`config.mk`:
```
export PLATFORM = sky130hd
export DESIGN_NAME = alu_operand_loader
export DESIGN_NICKNAME = d
export VERILOG_FILES = /design/src/rtl/alu_io_pkg.sv /design/src/rtl/button_edge.sv /design/src/rtl/alu_operand_loader.sv
export SDC_FILE = /design/constraint.sdc
export NUM_CORES = 1
export LEC_CHECK = 0
export BUFFER_PORTS_ARGS = -buffer_cell sky130_fd_sc_hd__buf_2
export CAP_MARGIN = 20
export CELL_PAD_IN_SITES_DETAIL_PLACEMENT = 1
export CELL_PAD_IN_SITES_GLOBAL_PLACEMENT = 1
export CORE_MARGIN = 2
export CORE_UTILIZATION = 30
export CTS_CLUSTER_DIAMETER = 80
export CTS_CLUSTER_SIZE = 24
export DETAILED_ROUTE_END_ITERATION = 8
export PLACE_DENSITY_LB_ADDON = 0.12
export SETUP_SLACK_MARGIN = 0.02
export SYNTH_ARGS = -nofsm -noshare
export SYNTH_HDL_FRONTEND = slang
export SYNTH_SLANG_ARGS = --single-unit
```
`constraint.sdc`:
```
create_clock -name clk -period 1.4 [get_ports clk]
set_input_delay 0.07 -clock clk [delete_from_list [all_inputs] [get_ports clk]]
set_output_delay 0.07 -clock clk [all_outputs]
set_load 0.005 [all_outputs]
```
`src/rtl/alu_io_pkg.sv`:
```
// alu_io_pkg -- shared types for the ALU front-end.
//   state_t      : operand-entry sequence states (S_A, S_B, S_OP, S_RUN)
//   OP_*         : ALU operation select encodings
//   state_onehot : state to one-hot LED pattern (bit0 S_A .. bit3 S_RUN)
package alu_io_pkg;

  typedef enum logic [1:0] {
    S_A   = 2'd0,
    S_B   = 2'd1,
    S_OP  = 2'd2,
    S_RUN = 2'd3
  } state_t;

  localparam logic [1:0] OP_ADD = 2'b00;
  localparam logic [1:0] OP_SUB = 2'b01;
  localparam logic [1:0] OP_OR  = 2'b10;
  localparam logic [1:0] OP_AND = 2'b11;

  function automatic logic [3:0] state_onehot(input state_t s);
    return 4'b0001 << s;
  endfunction

endpackage

```
`src/rtl/button_edge.sv`:
```
// button_edge -- pushbutton conditioner: two-flop synchroniser followed by a
// one-flop rising-edge detector.
//   clk     : system clock
//   reset_n : synchronous active-low reset
//   btn     : raw asynchronous button
//   pulse   : one-cycle pulse per press (high the cycle after the second
//             synchroniser flop first sees the button high)
module button_edge (
  input  logic clk,
  input  logic reset_n,
  input  logic btn,
  output logic pulse
);

  localparam int STAGES = 2;

  logic [1:0]      sync;
  logic            prev;
  // vld_pipe[i] marks that stage i holds a real post-reset sample; the edge
  // detector only fires once prev is real, so a button held through reset
  // does not produce a spurious press on release.
  logic [STAGES:0] vld_pipe;

  always_ff @(posedge clk) begin
    if (!reset_n) begin
      sync     <= '0;
      prev     <= 1'b0;
      vld_pipe <= '0;
    end else begin
      sync     <= {sync[0], btn};
      prev     <= sync[1];
      vld_pipe <= {vld_pipe[STAGES-1:0], 1'b1};
    end
  end

  assign pulse = sync[1] & ~prev & vld_pipe[STAGES];

endmodule

```
`src/rtl/alu_operand_loader.sv`:
```
// alu_operand_loader -- collects A, B and OpCode from switches via Enter/Back
// buttons and presents a complete operation to the ALU.
//   clk, reset_n : clock, synchronous active-low reset
//   DataIn       : switch value captured on an Enter press
//   Enter, Back  : raw pushbuttons (advance / step back one state)
//   A, B         : registered operands
//   OpCode       : registered operation select (DataIn[1:0])
//   Valid        : high while in S_RUN (lags the state by one cycle)
//   StateLed     : registered one-hot copy of the state
module alu_operand_loader
  import alu_io_pkg::*;
#(
  parameter int M = 4
) (
  input  logic         clk,
  input  logic         reset_n,
  input  logic [M-1:0] DataIn,
  input  logic         Enter,
  input  logic         Back,
  output logic [M-1:0] A,
  output logic [M-1:0] B,
  output logic [1:0]   OpCode,
  output logic         Valid,
  output logic [3:0]   StateLed
);

  localparam int NUM_BTN   = 2;
  localparam int BTN_ENTER = 0;
  localparam int BTN_BACK  = 1;

  logic [NUM_BTN-1:0] btn_raw;
  logic [NUM_BTN-1:0] btn_pulse;

  assign btn_raw = {Back, Enter};

  genvar gi;
  generate
    for (gi = 0; gi < NUM_BTN; gi++) begin : g_btn
      button_edge u_btn (
        .clk     (clk),
        .reset_n (reset_n),
        .btn     (btn_raw[gi]),
        .pulse   (btn_pulse[gi])
      );
    end
  endgenerate

  // Back wins a simultaneous press; the Enter pulse is dropped.
  logic back_go, enter_go;
  assign back_go  = btn_pulse[BTN_BACK];
  assign enter_go = btn_pulse[BTN_ENTER] & ~btn_pulse[BTN_BACK];

  state_t state, state_nxt;

  always_comb begin
    state_nxt = state;
    if (back_go) begin
      case (state)
        S_B:     state_nxt = S_A;
        S_OP:    state_nxt = S_B;
        S_RUN:   state_nxt = S_OP;
        default: state_nxt = S_A;
      endcase
    end else if (enter_go) begin
      case (state)
        S_A:     state_nxt = S_B;
        S_B:     state_nxt = S_OP;
        S_OP:    state_nxt = S_RUN;
        default: state_nxt = S_A;
      endcase
    end
  end

  always_ff @(posedge clk) begin
    if (!reset_n) begin
      state    <= S_A;
      A        <= '0;
      B        <= '0;
      OpCode   <= OP_ADD;
      Valid    <= 1'b0;
      StateLed <= state_onehot(S_A);
    end else begin
      state    <= state_nxt;
      StateLed <= state_onehot(state_nxt);
      // Registered from the current state, so it trails S_RUN entry/exit by a cycle.
      Valid    <= (state == S_RUN);
      if (enter_go) begin
        case (state)
          S_A:     A      <= DataIn;
          S_B:     B      <= DataIn;
          S_OP:    OpCode <= DataIn[1:0];
          default: ;
        endcase
      end
    end
  end

endmodule

```
* Word level (Yosys, flattened, before mapping)
Index checks and enable logic that the tools add are counted.
** Word-level totals
- Bits in registers :: 29
- Bits of input ports :: 8
- Output and inout port bits :: 15
- Logic and storage cells :: 36
** Cells by class
- Equal/unequal tests :: 3
- Shifts and indexed selects :: 1
- Mux-type cells :: 6
- Bitwise gates (word level) :: 8
- Reductions and logical operators :: 4
** Operator list (number)
- 2-bit one-hot mux with 3 select lines :: 1
- 2-bit AND reduction :: 3
- 1-bit bitwise AND :: 5
- 2-bit equality test (second input constant) :: 2
- 2-bit 2-to-1 mux :: 2
- 2-bit one-hot mux with 2 select lines :: 1
- 1-bit by 2-bit left shift with 4-bit output (first input constant) :: 1
- 1-bit inverter :: 3
- 2-bit by 1-bit equality test with 1-bit output (second input constant) :: 1
- 2-bit logical NOT :: 1
- 1-bit 2-to-1 mux :: 2

* Depth between registers and ports, before layout
Gate-level depths: netlist (run 1).
- Depth in word-level cells :: 8
- Depth in mapped cells :: 6
- Mapped depth without buffers :: 6

* Hierarchy
A second synthesis (run 1) with hierarchy kept.
** Second synthesis, totals
- Cell total of the unflattened synthesis :: 88
- Area, all modules :: 1034.7 um^2
** By module, submodules not included
- alu_operand_loader :: times used 1, cells each 64, area each 714.4 um^2, sequential area each 340.3 um^2
- button_edge :: times used 2, cells each 12, area each 160.2 um^2, sequential area each 120.1 um^2

* Least setup slack after synthesis (run 1)
Ideal clock, no wire load.
- Path kind :: reg2reg
- From :: register state[0]
- To :: register StateLed[3]
- Setup time :: 0.115 ns
- Arrival time :: 1.133 ns
- Data required time :: 1.285 ns
- Path slack :: 0.152 ns
- Cell stages (with the launch flop) :: 7
- Buffers on the path :: 0
- Clock period less this slack :: 1.248 ns
- Cell sequence :: dfxtp_1 > inv_1 > ha_1 > nor2_1 > a2bb2oi_2 > o311a_1 > and2_1
** On the way
- Cells in the longest elaborated chain, start to end :: 5
- Elaborated cells on any way between the ends :: 9
- Those cells by class :: 3 x eq/ne; 1 x shift; 4 x mux; 1 x reduce/logical
** Ends and longest elaborated chain
- start, declared :: RTL line alu_operand_loader.sv:53 : state_t state, state_nxt;
- start signal, assigned :: RTL line alu_operand_loader.sv:83 : state <= state_nxt;
- 2-bit equality test (tied with other cells) :: RTL line alu_operand_loader.sv:58, alu_operand_loader.sv:65
- 2-bit one-hot mux with 3 select lines :: RTL line alu_operand_loader.sv:65 : case (state)
- 2-bit 2-to-1 mux :: RTL line alu_operand_loader.sv:64 : end else if (enter_go) begin
- 2-bit 2-to-1 mux * :: RTL line alu_operand_loader.sv:57 : if (back_go) begin
- 1-bit by 2-bit left shift with 4-bit output * :: RTL line alu_io_pkg.sv:20 : return 4'b0001 << s;
- end signal, assigned :: RTL line alu_operand_loader.sv:81 : StateLed <= state_onehot(S_A);
- end signal, assigned :: RTL line alu_operand_loader.sv:84 : StateLed <= state_onehot(state_nxt);
- end, declared :: RTL line alu_operand_loader.sv:24 : output logic [3:0] StateLed
Every way passes the cells marked *; elsewhere a longest branch is shown, timed or not.
A chain may end at the register's enable or synchronous reset.

* Worst setup path after layout (run 1)
- From :: register state[0]
- To :: register StateLed[1]
Same word-level chain as after synthesis.

==> results of run 1 <==
-- what timing repair did --
| item | in CTS | in global routing |
|---|---|---|
| endpoints found under the setup margin | 0 | 15 |
| setup buffers | 0 | 1 |
| hold buffers | 2 | 0 |
| endpoints found under the hold margin | 2 | 0 |
| gates resized for setup | 0 | 4 |
-- layout make-up --
type                       instances  area [µm²]  area share, %
sequential                        26         523           43.6
tap                               44        55.1           4.59
timing repair buffer              28         160           13.4
multi-input combinational         52         413           34.4
clock buffer                       4        36.3           3.03
inverter                           3        11.3          0.939
-- cells by family (layout without fill, tap and decap cells) --
logic type | Yosys count | count (layout) | share of synthesized area [%]
adder cells (fa/ha/maj) | 4 | 4 | 5.22
AO/OA/AOI/OAI | 5 | 5 | 4.82
AND/OR/NAND/NOR | 32 | 32 | 21.1
buffers and inverters | 6 | 35 | 3.13
flip-flops | 26 | 26 | 54.2
multiplexers | 11 | 11 | 11.5
-- final timing paths --
| kind | to | cells past startpoint | start |
|---|---|---|---|
| max reg2reg | StateLed[1]$_SDFF_PP0_ | 6 | state[0]$_SDFF_PN0_ |
| max | StateLed[1]$_SDFF_PP0_ | 6 | state[0]$_SDFF_PN0_ |
| min | A[3]$_SDFFE_PN0P_ | 3 | DataIn[3] |
| min reg2reg | g_btn[1].u_btn.sync[1]$_SDFF_PN0_ | 1 | g_btn[1].u_btn.sync[0]$_SDFF_PN0_ |
-- flip-flops by register name, summed over array words and instances, names as in the netlist --
name / flops
OpCode: 2
g_btn.u_btn.prev: 2
StateLed: 4
state: 2
B: 4
g_btn.u_btn.vld_pipe: 3
g_btn.u_btn.sync: 4
A: 4
Valid: 1
-- worst reg2reg max path: stages (launching register included) --
cell and delay, ps:
dfxtp_2 340, inv_1 70, ha_1 210, nor2_1 70
a2bb2oi_2 150, o311a_1 250, nor2b_1 140
-- report_power, final --
group	total, mW	switching, mW	internal (mW)
logic	0.0624	0.0285	0.0340
registers	0.760	0.00497	0.755
clock network	0.378	0.219	0.159
total	1.20	0.253	0.948
-- stage by stage --
step	cell area, µm²	std cells
after detailed placement	1130	150
after CTS	1180	156
after global placement	1130	150
after floorplan	960	84
after global routing	1200	157
final	1200	157
-- per-layer routing --
layer / wire, µm / vias up / global-route usage, %
met5: 0 / - / 0
met4: 16 / 0 / 6.52
met3: 78 / 2 / 1.92
met2: 911 / 12 / 19.5
met1: 849 / 309 / 14.8
li1: - / 333 / -
-- cells in the final DEF (no fill, tap or decap), drive strengths merged --
cell         Yosys  layout
a21oi            2       2
a2bb2oi          1       1
and2            11      11
and3             1       1
and3b            1       1
buf              1      26
clkbuf           2       4
dfxtp           26      26
dlygate4sd3      0       2
ha               4       4
inv              3       3
mux2i           11      11
nand2b           1       1
nand3            3       3
nand3b           1       1
nor2             3       3
nor2b           11      11
o311a            1       1
o31ai            1       1
==> impl_metrics.toml, run 1 <==
[placed_design]
gp_congestion = 0.663
dp_hpwl_um = 1380
io_buffers = 22
pre_cts_ws_ps = 50.4

[floorplan]
die-area_um2 = 3670
chipHeight_um = 60.6
fp.dieW_um = 60.6
core-area_um2 = 3050
row_count = 20
initial_core_util_pct = 31.4
ios = 23

[critical_path]
required_ps = 1670
cp.buffers_inverters = 1
slowest_stage = "dfxtp_2"
worstPathMaxFanout = 4
critPathCaptureType = "flop"
cp.arrival_ps = 1550
critPathKind = "flop to flop"
worst_path_largest_cell_delay_ps = 340
crit_chain = "inv_1 -> ha_1 -> nor2_1 -> a2bb2oi_2 -> o311a_1 -> nor2b_1"
r2r_slack_ps = 120
crit_family = "compound AO/OA/AOI/OAI gates"
cp-start-kind = "flop"

[cells_and_area]
area_growth_pct = 24.9
fill_cells = 376
nets = 126
num_antenna_cells = 0
final_util_pct = 39.3
drive_gt1_share_pct = 33.6

[power_and_ir_drop]
ir_drop_uv = 406
leakage_nw = 0.591
total_power_mw = 1.20
powerDensity_nw_per_um2 = 1000

[synthesis]
syn_avg_cell_area_um2 = 11.4
yosysMostFrequentCell = "dfxtp_1"
yosysSeqAreaShare_pct = 54.2
synth_area_leaders = "dfxtp_1 (54%), mux2i_1 (11%), and2_1 (7.2%)"
async_flop_share_pct = 0
synth_nets = 96
yosys_warnings = 0
synth_seq_cells = 26
syn_area_um2 = 960
ys_types = 20
synth_flop_cell = "dfxtp_1"
synth_edf_count = 0
syn_inst = 84
synth_common_cells = "dfxtp_1 (26), and2_1 (11), mux2i_1 (11), nor2b_1 (11), ha_1 (4)"
yosysTopAreaCell = "dfxtp_1"
synth_top_area_share_pct = 54.2

[worst_hold_path]
hp-class = "input pin to flop"

[timing]
whs_ps = 22.3
slew_viol_final = 0
setup_ws_ps = 118
period_minus_slack_ps = 1280
finClkSkew_ps = 2.07
grt_setup_unrepaired = "no"
tns_ps = 0
worst_pin_slew_ps = 233
final_hold_viol_count = 0
final-setup-viol-count = 0
fin_crit_sh_pct = 91.6
clock.fmax_mhz = 780
slew_headroom_pct = 84.4

[routing]
antenna_left = 0
wl_per_cell_um = 11.8
viasPerCell = 4.18
first_pass_iters = 2
wirelength_um = 1860
vias = 656
drt-initial-drc-count = 13
drcViolationCount = 0

[grt]
first_global_vias = 713
grt_pass1_wl_um = 3150
grt_use_total_pct = 11.9
antenna_found_initial = 0
gr-total-overflow = 0
grt_start_max_net_pins = 16

[clock_tree]
clkSinkCount = 26
cts_tree = "built"
cts_max_level = 1
clk_latency_ps = 320
cts_root_buf = "clkbuf_4"
clockBufferDepth = 2
cts_buffers = 3
clk_pin_slew_worst_paths_ps = 140

[status]
status = "finished, final reports clean"

[flow_run]
cap_violations = 0
Note: power is estimated with default switching activity, not from simulation.
==> run 2, diff against run 1 <==
--- a/config.mk
+++ b/config.mk
@@ -15,6 +15,7 @@
 export CTS_CLUSTER_SIZE = 24
 export DETAILED_ROUTE_END_ITERATION = 8
 export PLACE_DENSITY_LB_ADDON = 0.12
+export RECOVER_POWER = 50
 export SETUP_SLACK_MARGIN = 0.02
 export SYNTH_ARGS = -nofsm -noshare
 export SYNTH_HDL_FRONTEND = slang
==> impl_metrics.toml, run 2 (synthesis results as in run 1) <==
[grt]
gr-total-overflow = 0
grt_pass1_wl_um = 3150
grt_use_total_pct = 11.9
antenna_found_initial = 0
first_global_vias = 713
grt_start_max_net_pins = 16

[cells_and_area]
final_common_cell = "dfxtp_1"
layout_common_cells = "dfxtp_1 (24), buf_2 (17), mux2i_1 (11), nor2b_1 (11), and2_1 (7)"
final_util_pct = 38.9
drive_gt1_share_pct = 28.3
finish.instance_area_um2 = 1190
area_growth_pct = 23.9
num_antenna_cells = 0
nets = 126

[worst_hold_path]
hp-class = "input pin to flop"
hold_depth = 3
hold_start = "DataIn[3]"

[timing]
slew_headroom_pct = 67.8
grt_setup_unrepaired = "no"
tns_ps = 0
final-setup-viol-count = 0
period_minus_slack_ps = 1280
worst_pin_slew_ps = 483
fin_crit_sh_pct = 91.5
finClkSkew_ps = 1.42
clock.fmax_mhz = 780
final_hold_viol_count = 0
slew_viol_final = 0

[critical_path]
startpoint = "state[0]$_SDFF_PN0_"
cp.arrival_ps = 1550
critPathKind = "flop to flop"
reg2regPathDepth = 6
required_ps = 1670
critPathCaptureType = "flop"
worstPathMaxFanout = 4
cp-start-kind = "flop"
r2r_start = "state[0]$_SDFF_PN0_"

[floorplan]
fp.dieW_um = 60.6
core-area_um2 = 3050
initial_core_util_pct = 31.4
chipHeight_um = 60.6
ios = 23
die-area_um2 = 3670
row_count = 20

[clock_tree]
cts_max_level = 1
clkSinkCount = 26
clockBufferDepth = 2
clk_pin_slew_worst_paths_ps = 140
cts_root_buf = "clkbuf_4"
cts_tree = "built"
cts_buffers = 3
clk_latency_ps = 320

[flow_run]
cap_violations = 0

[routing]
wirelength_um = 1850
first_pass_iters = 4
wl_per_cell_um = 11.8
vias = 660
viasPerCell = 4.20
drt-initial-drc-count = 10
antenna_left = 0
drcViolationCount = 0

[placed_design]
placed_cell_area_um2 = 1130
dp_hpwl_um = 1380
io_buffers = 22
gp_congestion = 0.663

[power_and_ir_drop]
powerDensity_nw_per_um2 = 1010
total_power_mw = 1.20
leakage_nw = 0.567
ir_drop_uv = 405

[status]
status = "finished, final reports clean"
-- run 2: cell types whose count changed in the layout (fill, tap and decap cells not counted) --
cell	before	now
buf_4	4	3
and2_1	11	7
and2_0	0	4
buf_2	22	17
clkbuf_1	0	6
-- run 2: final cells by class --
type	count	area (µm²)
fillers	377	1860
well taps	44	55.1
multi-input cells	52	413
repair buffers	28	150
clock buffers	4	36.3
flip-flops and latches	26	523
inverters	3	11.3
-- run 2: final timing paths --
path / to / slack [ps]
worst max register to register: StateLed[1]$_SDFF_PP0_ / 120
worst max-delay path: StateLed[1]$_SDFF_PP0_ / 120
worst min-delay path: A[3]$_SDFFE_PN0P_ / 20
worst min register to register: g_btn[1].u_btn.sync[1]$_SDFF_PN0_ / 460
-- run 2: worst max-delay path: stages, from the launching register on --
cell,delay [ps]
dfxtp_2,340
inv_1,70
ha_1,210
nor2_1,70
a2bb2oi_2,150
o311a_1,250
nor2b_1,140
-- run 2: through the flow --
step	setup WS [ps]	instances	hold slack, ps
floorplan	152	84	97.7
global placement	83.8	150	276
detailed placement	50.4	150	284
CTS	26.3	156	12.9
global route	34.6	157	27.8
finish	119	157	22.1
-- run 2: where the power goes --
group          switching, mW  internal, mW  leakage, nW
clock network          0.219         0.159       0.0210
logic                 0.0285        0.0315        0.334
registers            0.00502         0.755        0.212
total                  0.252         0.946        0.567
-- run 2: timing repair --
action / in CTS / in global routing
hold buffers: 2 / 0
buffers inserted: 0 / 1
endpoints found under the setup margin: 0 / 15
resized for setup: 0 / 4
endpoints found under the hold margin: 2 / 0
-- run 2: metal layers --
metal	track usage [%]	wire [µm]	vias to the layer above	share of wire, %
met4	6.52	19	0	1.0
met5	0	0	-	0
met1	14.8	844	308	46
li1	-	-	333	-
met2	19.5	898	17	49
met3	1.92	90	2	4.9
